<file path="src/rtl/pre_if_stage.sv">
// Pre-IF stage: owns the fetch PC, drives the MMU search port, issues
// instruction SRAM requests and hands {pc, exception} to the IF stage.
module pre_if_stage #(
  parameter logic [31:0] RESET_PC = 32'h1c000000
) (
  input  logic        clk,
  input  logic        reset,
  input  logic        fs_allowin,
  input  logic        br_stall,
  input  logic        br_taken,
  input  logic [31:0] br_target,
  input  logic        wb_flush,
  input  logic [31:0] wb_target,
  output logic [31:0] pre_if_vaddr,
  input  logic [31:0] pre_if_addr,
  input  logic [2:0]  s0_exc,
  output logic        inst_sram_req,
  output logic        inst_sram_wr,
  output logic [1:0]  inst_sram_size,
  output logic [31:0] inst_sram_addr,
  input  logic        inst_sram_addr_ok,
  output logic        ps_to_fs_valid,
  output logic [31:0] ps_pc,
  output logic [3:0]  ps_exc
);

  typedef enum logic {
    ST_RUN,
    ST_BLOCKED
  } state_t;

  logic [31:0] r_pc;
  logic        r_ps_valid;
  state_t      r_state;
  state_t      w_state_nxt;

  logic        w_adef;
  logic        w_has_exc;
  logic        w_redirect;
  logic        w_run;
  logic        w_req;
  logic        w_ready_go;
  logic        w_fire;
  logic [31:0] w_pc_nxt;

  assign w_adef     = r_ps_valid & (r_pc[1:0] != 2'b00);
  assign w_has_exc  = w_adef | (|s0_exc);
  assign w_redirect = wb_flush | br_taken;
  assign w_run      = (r_state == ST_RUN);

  assign w_req = r_ps_valid & w_run & fs_allowin & ~br_stall
               & ~w_redirect & ~w_has_exc;

  // A faulting fetch is handed to IF without touching the SRAM.
  assign w_ready_go = (w_req & inst_sram_addr_ok)
                    | (w_run & w_has_exc & fs_allowin & ~w_redirect & ~br_stall);
  assign w_fire     = r_ps_valid & w_ready_go;

  assign pre_if_vaddr   = r_pc;
  assign inst_sram_req  = w_req & ~reset;
  assign inst_sram_wr   = 1'b0;
  assign inst_sram_size = 2'b10;
  assign inst_sram_addr = pre_if_addr;
  assign ps_to_fs_valid = w_fire & ~reset;
  assign ps_pc          = r_pc;
  assign ps_exc         = {w_adef, w_adef ? 3'b000 : s0_exc};

  always_comb begin
    w_state_nxt = r_state;
    w_pc_nxt    = r_pc;
    if (wb_flush) begin
      w_pc_nxt    = wb_target;
      w_state_nxt = ST_RUN;
    end else if (br_taken) begin
      w_pc_nxt = br_target;
    end else if (!r_ps_valid) begin
      // Leaving reset: step from RESET_PC-4 onto RESET_PC.
      w_pc_nxt = r_pc + 32'd4;
    end else if (w_fire) begin
      w_pc_nxt = r_pc + 32'd4;
      if (w_has_exc) begin
        w_state_nxt = ST_BLOCKED;
      end
    end
  end

  always_ff @(posedge clk) begin
    if (reset) begin
      r_pc       <= RESET_PC - 32'd4;
      r_ps_valid <= 1'b0;
      r_state    <= ST_RUN;
    end else begin
      r_pc       <= w_pc_nxt;
      r_ps_valid <= 1'b1;
      r_state    <= w_state_nxt;
    end
  end

endmodule

</file>
<file path="config.mk">
export PLATFORM = sky130hd
export DESIGN_NAME = pre_if_stage
export DESIGN_NICKNAME = d
export VERILOG_FILES = /design/src/rtl/pre_if_stage.sv
export SDC_FILE = /design/constraint.sdc
export NUM_CORES = 1
export LEC_CHECK = 0
export ABC_AREA = 1
export BUFFER_PORTS_ARGS = -buffer_cell sky130_fd_sc_hd__buf_2
export CORE_ASPECT_RATIO = 1.1
export CORE_MARGIN = 5
export CORE_UTILIZATION = 30
export CTS_CLUSTER_DIAMETER = 120
export CTS_CLUSTER_SIZE = 30
export DETAILED_ROUTE_END_ITERATION = 8
export GPL_ROUTABILITY_DRIVEN = 0
export SLEW_MARGIN = 20
export SYNTH_ARGS = -nofsm -noshare
export SYNTH_HDL_FRONTEND = slang
export SYNTH_SLANG_ARGS = --single-unit
</file>
<file path="constraint.sdc">
create_clock -name clk -period 2.05 [get_ports clk]
set_clock_uncertainty 0.1 [all_clocks]
set_input_delay 0.205 -clock clk [delete_from_list [all_inputs] [get_ports clk]]
set_output_delay 0.205 -clock clk [all_outputs]
set_load 0.005 [all_outputs]
</file>
==> results of run 1 <==
layer usage:
metal	up-vias	track usage (%)	wire length, µm
met1	1658	19.1	4780
met2	115	28.9	5510
li1	1884	-	-
met5	-	0	0
met4	0	4.21	179
met3	16	3.08	559
worst register-to-register path, delay by kind of cell, from the launching register on:
family        cells  cell delay, ns
flops             1            0.41
simple gates     11            0.93
fa+ha+maj         1            0.24
sequential cells by signal, indices dropped and copies added, names as in the netlist:
name          count
pre_if_vaddr     32
r_ps_valid        1
r_state           1
stage by stage:
stage                     hold WS, ns  cell area [µm²]  utilization (%)
final                          0.0570             3950             34.8
after global routing           0.0685             3950             34.8
after CTS                      0.0513             3940             34.8
after detailed placement        0.310             3810             33.6
after global placement          0.310             3810             33.6
after floorplan                 0.244             3440                -
synth_stat cells (all sizes together), types with 2 or more instances:
master,n
clkbuf,9
nand2,174
xnor2,2
or2,9
o211ai,8
o221ai,3
o21ai,41
clkinv,2
a21oi,30
nor3,3
inv,62
xor2,9
o21bai,2
buf,80
conb,2
nand3b,4
dfxtp,34
nand4,5
nand3,35
nor2,54
power groups by stage:
stage          Combinational, mW  Clock [mW]  Sequential (mW)
6_report                   0.755       0.719            0.804
3_3_place_gp               0.760           0            0.819
2_1_floorplan              0.578           0            0.808
3_5_place_dp               0.763           0            0.819
4_1_cts                    0.766       0.742            0.805
5_1_grt                    0.867       0.770            0.818
layout by cell type (no fill, tap or decap), types with 8 or more instances in the layout:
| cell type | instances |
|---|---|
| buf_2 | 143 |
| buf_4 | 15 |
| a21oi_1 | 29 |
| nand2_1 | 167 |
| nor2_1 | 43 |
| xor2_1 | 9 |
| or2_2 | 9 |
| dfxtp_1 | 33 |
| inv_1 | 57 |
| o21ai_0 | 32 |
| o211ai_1 | 8 |
| nand3_1 | 33 |
| nor2_2 | 8 |
path summary, 6_finish.rpt:
path | end | slack (ns) | depth (start not counted)
max reg2reg | pre_if_vaddr[24]$_SDFFE_PP1P_ | 0.27 | 12
min reg2reg | pre_if_vaddr[31]$_SDFFE_PP0P_ | 0.43 | 2
max | pre_if_vaddr[24]$_SDFFE_PP1P_ | 0.27 | 12
min | pre_if_vaddr[1]$_SDFFE_PP0P_ | 0.06 | 3
logic make-up (layout without fill, tap and decap cells):
family | Yosys count | after routing | synth area share, %
AO/OA/AOI/OAI | 85 | 85 | 14.0
XOR/XNOR | 11 | 11 | 2.81
adder cells (fa/ha/maj) | 1 | 1 | 0.365
buffers and inverters | 153 | 229 | 25.8
flip-flops | 34 | 34 | 19.8
other | 2 | 3 | 0.219
AND/OR/NAND/NOR | 286 | 286 | 36.9
area by class of cell:
| class | instances | area, µm² | area share [%] |
|---|---|---|---|
| Multi-Input combinational cell | 386 | 1870 | 47.4 |
| Timing Repair Buffer | 158 | 828 | 21.0 |
| Sequential cell | 34 | 682 | 17.3 |
| Inverter | 64 | 245 | 6.21 |
| Tap cell | 150 | 188 | 4.75 |
| Clock buffer | 7 | 133 | 3.36 |
==> key figures, run 1 <==
Status
  • Status: completed

Timing
  • FMAX: 561 MHz
  • Max-slew violation count: 0
  • Final min period: 1.78 ns
  • RSZ-0062 raised after global routing: false
  • Post-route setup TNS: 0 ns
  • Final Setup Violations: 0
  • Fin crit share: 86.9%
  • Min setup slack post-route: 0.268 ns
  • Final hold violations: 0

Die
  • Die W: 112 µm
  • Initial core utilization: 30.3%
  • Die height: 122 µm
  • Core area: 11300 µm²
  • IO Pins: 211
  • Die footprint: 13700 µm²
  • Row count: 41

CTS
  • CTS tree: yes
  • Post_cts resized: 0
  • Clock tree sinks: 34
  • Cts hold-fix bufs: 0
  • CTS Root Cell: clkbuf_16
  • Clk_lat worst skew: 0.28 ns
  • Setup Buffers After CTS: 0
  • Clock buffer count from CTS: 5
  • CTS Buffer Depth: 2
  • Clk pin slew, worst setup/hold paths: 0.05 ns
  • Htree depth: 2

Power
  • Seq pwr share: 35.3%
  • Combinational share of power: 33.1%
  • Psw: 797 µW
  • Maximum vdd drop: 0.308 mV
  • Clock Power Share: 31.6%
  • Internal power: 1.48 mW
  • Pwr Total: 2.28 mW
  • Static leakage: 2.12 nW
  • Net switching fraction of the power: 35.0%
  • P per Cell Area: 577 nW/µm²

Setup path
  • Worst path cell trace: ha_2 -> nand2_2 -> nor2_2 -> nand2_2 -> nor2_8 -> nand2_1 -> nor2_1 -> nand2_1 -> nand3_1 -> nand2_1 -> nand2_1 -> nand2_1
  • RR Startpoint: pre_if_vaddr[2]$_SDFFE_PP1P_
  • Critical path peak fanout: 8
  • Req. time, crit path: 2.12 ns
  • Slowest CP cell: dfxtp_1
  • Setup CP Type: flop to flop
  • Most prevalent standard cell on the critical path: nand2_1
  • WP buf/inv: 0
  • CP Launch Point: pre_if_vaddr[2]$_SDFFE_PP1P_
  • Top delay family on crit path: simple AND/OR/NAND/NOR gates
  • Kind of start point of the critical path: flop
  • Max stage delay on crit path: 0.41 ns
  • Crit. End Element: flop
  • Critical Path AT: 1.85 ns

Global routing
  • First-pass GRT wire length: 17600 µm
  • Overall Global Routing Usage: 15.9%
  • Initial antenna violation count: 0
  • Vias in the first global route: 3556
  • Largest net degree at the start of global routing: 39
  • Total grt overflow: 0

Final layout
  • N_diodes: 0
  • Synth-to-Final Area Change: 15.0%
  • Fin nets: 756
  • Fin cells: 799
  • Share of layout cells above drive strength 1: 31.7%
  • FILL cells: 1303

Hold path
  • Min-delay src: br_target[1]
  • Hold Path Class: input pin to flop

Yosys
  • Number of synthesized register bits: 34
  • Yosys warning total: 0
  • Top FF cell, synth: dfxtp_1
  • Post-Syn Area: 3430 µm²
  • Post-synth ARST share: 0%
  • Number of flops mapped to enable cells by yosys: 0
  • Synth area leaders: dfxtp_1 20%, nand2_1 18%, buf_4 15%, inv_1 6.2%, nand3_1 4.8%
  • Yosys cell types: 39
  • Top cell type's share of synthesized area: 19.8%
  • Avg Inst Size Synth: 6.00 µm²
  • Cells after Synth: 572
  • Register area share after synthesis: 19.8%
  • Yosys top cell by area: dfxtp_1

Drt
  • Via count: 3673
  • Vias per inst: 4.60
  • Detailed Routing Iterations Pass 1: 4
  • Drt drc: 0
  • Final ANT Viol Nets: 0
  • Starting DRT DRC Count: 137
  • Per-cell routed wire length: 13.8 µm
  • Total wire length: 11000 µm

Run
  • Max-cap viol count: 0

Placement
  • Buffers added on ports: 143
  • Detailed Place HPWL: 8590 µm
  • Placed insts: 792
  • Setup WS pre-CTS: 0.190 ns
(Power assumes the default switching activity.)
==> run 2: changes to the inputs <==
Settings changed: ABC_AREA 1 to unset, SKIP_CTS_REPAIR_TIMING set to 1.
Clock period 2.05 ns to 1.65 ns, I/O delays scaled along.
==> run 2 against run 1 <==
- the run now ends with setup timing left
- clock power fell by 17%
- routed wire length is 4.8% higher
- via count down 2.3%
- synthesized area shrank 12%
- combinational power increased by 68%
- die area fell by 11%
- first-iteration DRC count is 36% higher
- count of clock-buffer cells in the layout did not move
- critical path type unchanged
- critical endpoint is now pre_if_vaddr[20]$_SDFFE_PP1P_
- largest cell class unchanged
- largest power group is now combinational cells
==> key figures, run 2 <==
Setup path
  • Critical Path AT: 2.06 ns (+0.21 ns)
  • Slowest CP cell: or4_4
  • Max stage delay on crit path: 0.55 ns (+0.14 ns)
  • Setup CP Type: flop to flop
  • Req. time, crit path: 1.70 ns (-0.42 ns)
  • Crit. End Element: flop
  • Kind of start point of the critical path: flop
  • Top delay family on crit path: simple AND/OR/NAND/NOR gates
  • Worst path cell trace: ha_4 -> nand4_4 -> or4_4 -> or3_1 -> a221oi_2 -> o21ai_1
  • Critical path peak fanout: 3 (-5)
  • WP buf/inv: 0 (unchanged)

Final layout
  • Commonest non-fill, non-tap cell in the layout: buf_2
  • Fin nets: 668 (-12%)
  • Share of layout cells above drive strength 1: 58.3% (+27 points)
  • Max reg flops: 32 (unchanged)
  • Synth-to-Final Area Change: 51.9%
  • Fin cells: 681 (-15%)
  • N_diodes: 0 (unchanged)
  • Commonest non-fill, non-tap cells in the layout: 143 x buf_2, 83 x buf_4, 22 x nor2_1

Yosys
  • Adder-Cell Fraction of Synth Area: 0.413% (+0.049 points)
  • Xor/xnor cell area share of the yosys netlist: 3.18% (+0.37 points)
  • Top cell type's share of synthesized area: 22.5% (+2.6 points)
  • Synth area leaders: dfxtp_1 22%, buf_4 18%, o21ai_0 4.5%, a21oi_1 3.6%, a221oi_1 3.5%
  • Yosys top cell by area: dfxtp_1
  • Number of synthesized register bits: 34 (unchanged)
  • Count leader, synth: buf_4
  • Complex-gate fraction of the synthesized area: 27.2% (+13 points)
  • Yosys warning total: 0 (unchanged)
  • Yosys cell types: 60 (+54%)
  • Mux cell area share after synthesis: 0.992% (+0.99 points)
  • Post-synth ARST share: 0% (unchanged)
  • Register area share after synthesis: 22.5% (+2.6 points)
  • Cells after Synth: 395 (-31%)
  • Top FF cell, synth: dfxtp_1
  • Synth top cells by count: 72 x buf_4, 34 x dfxtp_1, 27 x o21ai_0, 23 x nor2_1, 22 x a21oi_1
  • Number of flops mapped to enable cells by yosys: 0 (unchanged)
  • Post-Syn Area: 3030 µm² (-12%)
  • Avg Inst Size Synth: 7.67 µm² (+28%)
  • Fraction of the mapped netlist area in simple logic gates: 22.6% (-14 points)
  • Main combinational cell family by area after synthesis: compound AO/OA/AOI/OAI gates

Die
  • IO Pins: 211 (unchanged)
  • Die W: 106 µm (-5.5%)
  • Row count: 38 (-7.3%)
  • Initial core utilization: 30.6% (+0.34 points)
  • Die height: 115 µm (-5.6%)
  • Die footprint: 12200 µm² (-11%)
  • Core area: 9890 µm² (-13%)

Drt
  • Via count: 3589 (-2.3%)
  • Drt drc: 0 (unchanged)
  • Detailed Routing Iterations Pass 1: 5 (+1)
  • Starting DRT DRC Count: 186 (+36%)
  • Vias per inst: 5.27 (+15%)
  • Per-cell routed wire length: 17.0 µm (+23%)
  • Total wire length: 11600 µm (+4.8%)
  • Final ANT Viol Nets: 0 (unchanged)

Global routing
  • First-pass GRT wire length: 16700 µm (-5.2%)
  • Met1 usage in global routing: 20.9% (+1.8 points)
  • GR Layer Usage met2: 29.1% (+0.23 points)
  • Vias in the first global route: 3273 (-8.0%)
  • Total grt overflow: 0 (unchanged)
  • Largest net degree at the start of global routing: 18 (-54%)
  • Initial antenna violation count: 0 (unchanged)
  • Routing layer with the top usage in global route: met2
  • Routing usage on met3: 4.32% (+1.2 points)
  • Overall Global Routing Usage: 17.0% (+1.2 points)

Timing
  • Final hold violations: 0 (unchanged)
  • Final min period: 2.00 ns (+0.223 ns)
  • Fin crit share: 122% (+35 points)
  • Final Setup Violations: 26 (+26)
  • Slew HR: 63.1%
  • Min setup slack post-route: -0.355 ns (-0.623 ns)
  • Slew @ Worst Pin: 0.554 ns
  • Post-route setup TNS: -4.69 ns (-4.69 ns)
  • RSZ-0062 raised after global routing: true
  • FMAX: 499 MHz (-11%)
  • Max-slew violation count: 0 (unchanged)

CTS
  • Htree depth: 2 (unchanged)
  • CTS Buffer Depth: 2 (unchanged)
  • CTS Root Cell: clkbuf_8
  • Clk pin slew, worst setup/hold paths: 0.07 ns (+0.02 ns)
  • Clock tree sinks: 34 (unchanged)
  • Clk_lat worst skew: 0.29 ns (about the same)
  • Clock buffer count from CTS: 5 (unchanged)
  • CTS tree: yes

Hold path
  • Hold Path Class: input pin to flop

Placement
  • Detailed Place HPWL: 8750 µm (+1.9%)
  • Setup WS pre-CTS: -0.374 ns (-0.564 ns)
  • Placed insts: 652 (-18%)
  • Buffers added on ports: 143 (unchanged)

Status
  • Status: complete, but fails checks
  • Failing checks: setup timing

Power
  • Maximum vdd drop: 0.340 mV (+10%)
  • P per Cell Area: 612 nW/µm² (+6.1%)
  • Static leakage: 2.04 nW (-4.2%)

Run
  • Max-cap viol count: 0 (unchanged)
run 2: cell type report:
| type | instances | area (µm²) |
|---|---|---|
| Clock buffer | 7 | 76.3 |
| Fill cell | 1011 | 5290 |
| Inverter | 16 | 63.8 |
| Multi-Input combinational cell | 254 | 1940 |
| Sequential cell | 34 | 711 |
| Tap cell | 120 | 150 |
| Timing Repair Buffer | 250 | 1660 |
run 2: cells by family after synthesis:
family                   Yosys count
multiplexers                       3
buffers and inverters            109
XOR/XNOR                          11
adder cells (fa/ha/maj)            1
other                              2
AND/OR/NAND/NOR                  115
flip-flops                        34
AO/OA/AOI/OAI                    120
run 2: power by group:
group | switching, mW | internal [mW] | total (mW) | leakage (nW)
combinational | 0.629 | 0.641 | 1.27 | 1.72
clock | 0.305 | 0.291 | 0.596 | 0.0383
sequential | 0.0563 | 0.896 | 0.952 | 0.281
run 2: worst register-to-register path, stage by stage (launching register included):
cell	delay, ns
dfxtp_4	0.36
ha_4	0.16
nand4_4	0.08
or4_4	0.55
or3_1	0.33
a221oi_2	0.22
o21ai_1	0.07
run 2: path summary, 6_finish.rpt:
check / startpoint / endpoint / slack (ns) / cells past startpoint
worst max-delay path: pre_if_vaddr[2]$_SDFFE_PP1P_ / pre_if_vaddr[20]$_SDFFE_PP1P_ / -0.35 / 6
worst min-delay path: wb_target[0] / pre_if_vaddr[0]$_SDFFE_PP0P_ / 0.0003 / 3
worst min register to register: pre_if_vaddr[31]$_SDFFE_PP0P_ / pre_if_vaddr[31]$_SDFFE_PP0P_ / 0.45 / 2
worst max register to register: pre_if_vaddr[2]$_SDFFE_PP1P_ / pre_if_vaddr[20]$_SDFFE_PP1P_ / -0.35 / 6
run 2: per-layer routing:
layer | up-vias | part of all wire, %
met1 | 1704 | 42
met2 | 148 | 49
met5 | - | 0
met4 | 0 | 1.6
met3 | 17 | 7.0
li1 | 1720 | -
run 2: per-stage QoR:
stage | util [%] | cell area, µm² | hold WS [ns] | total power, mW
final | 46.5 | 4600 | 0.000281 | 2.82
after global routing | 46.5 | 4600 | 0.00114 | 2.97
after CTS | 41.4 | 4100 | 0.00652 | 2.63
after detailed placement | 40.7 | 4020 | 0.230 | 2.04
after global placement | 40.7 | 4020 | 0.230 | 2.03
after floorplan | - | 3160 | 0.204 | 1.64
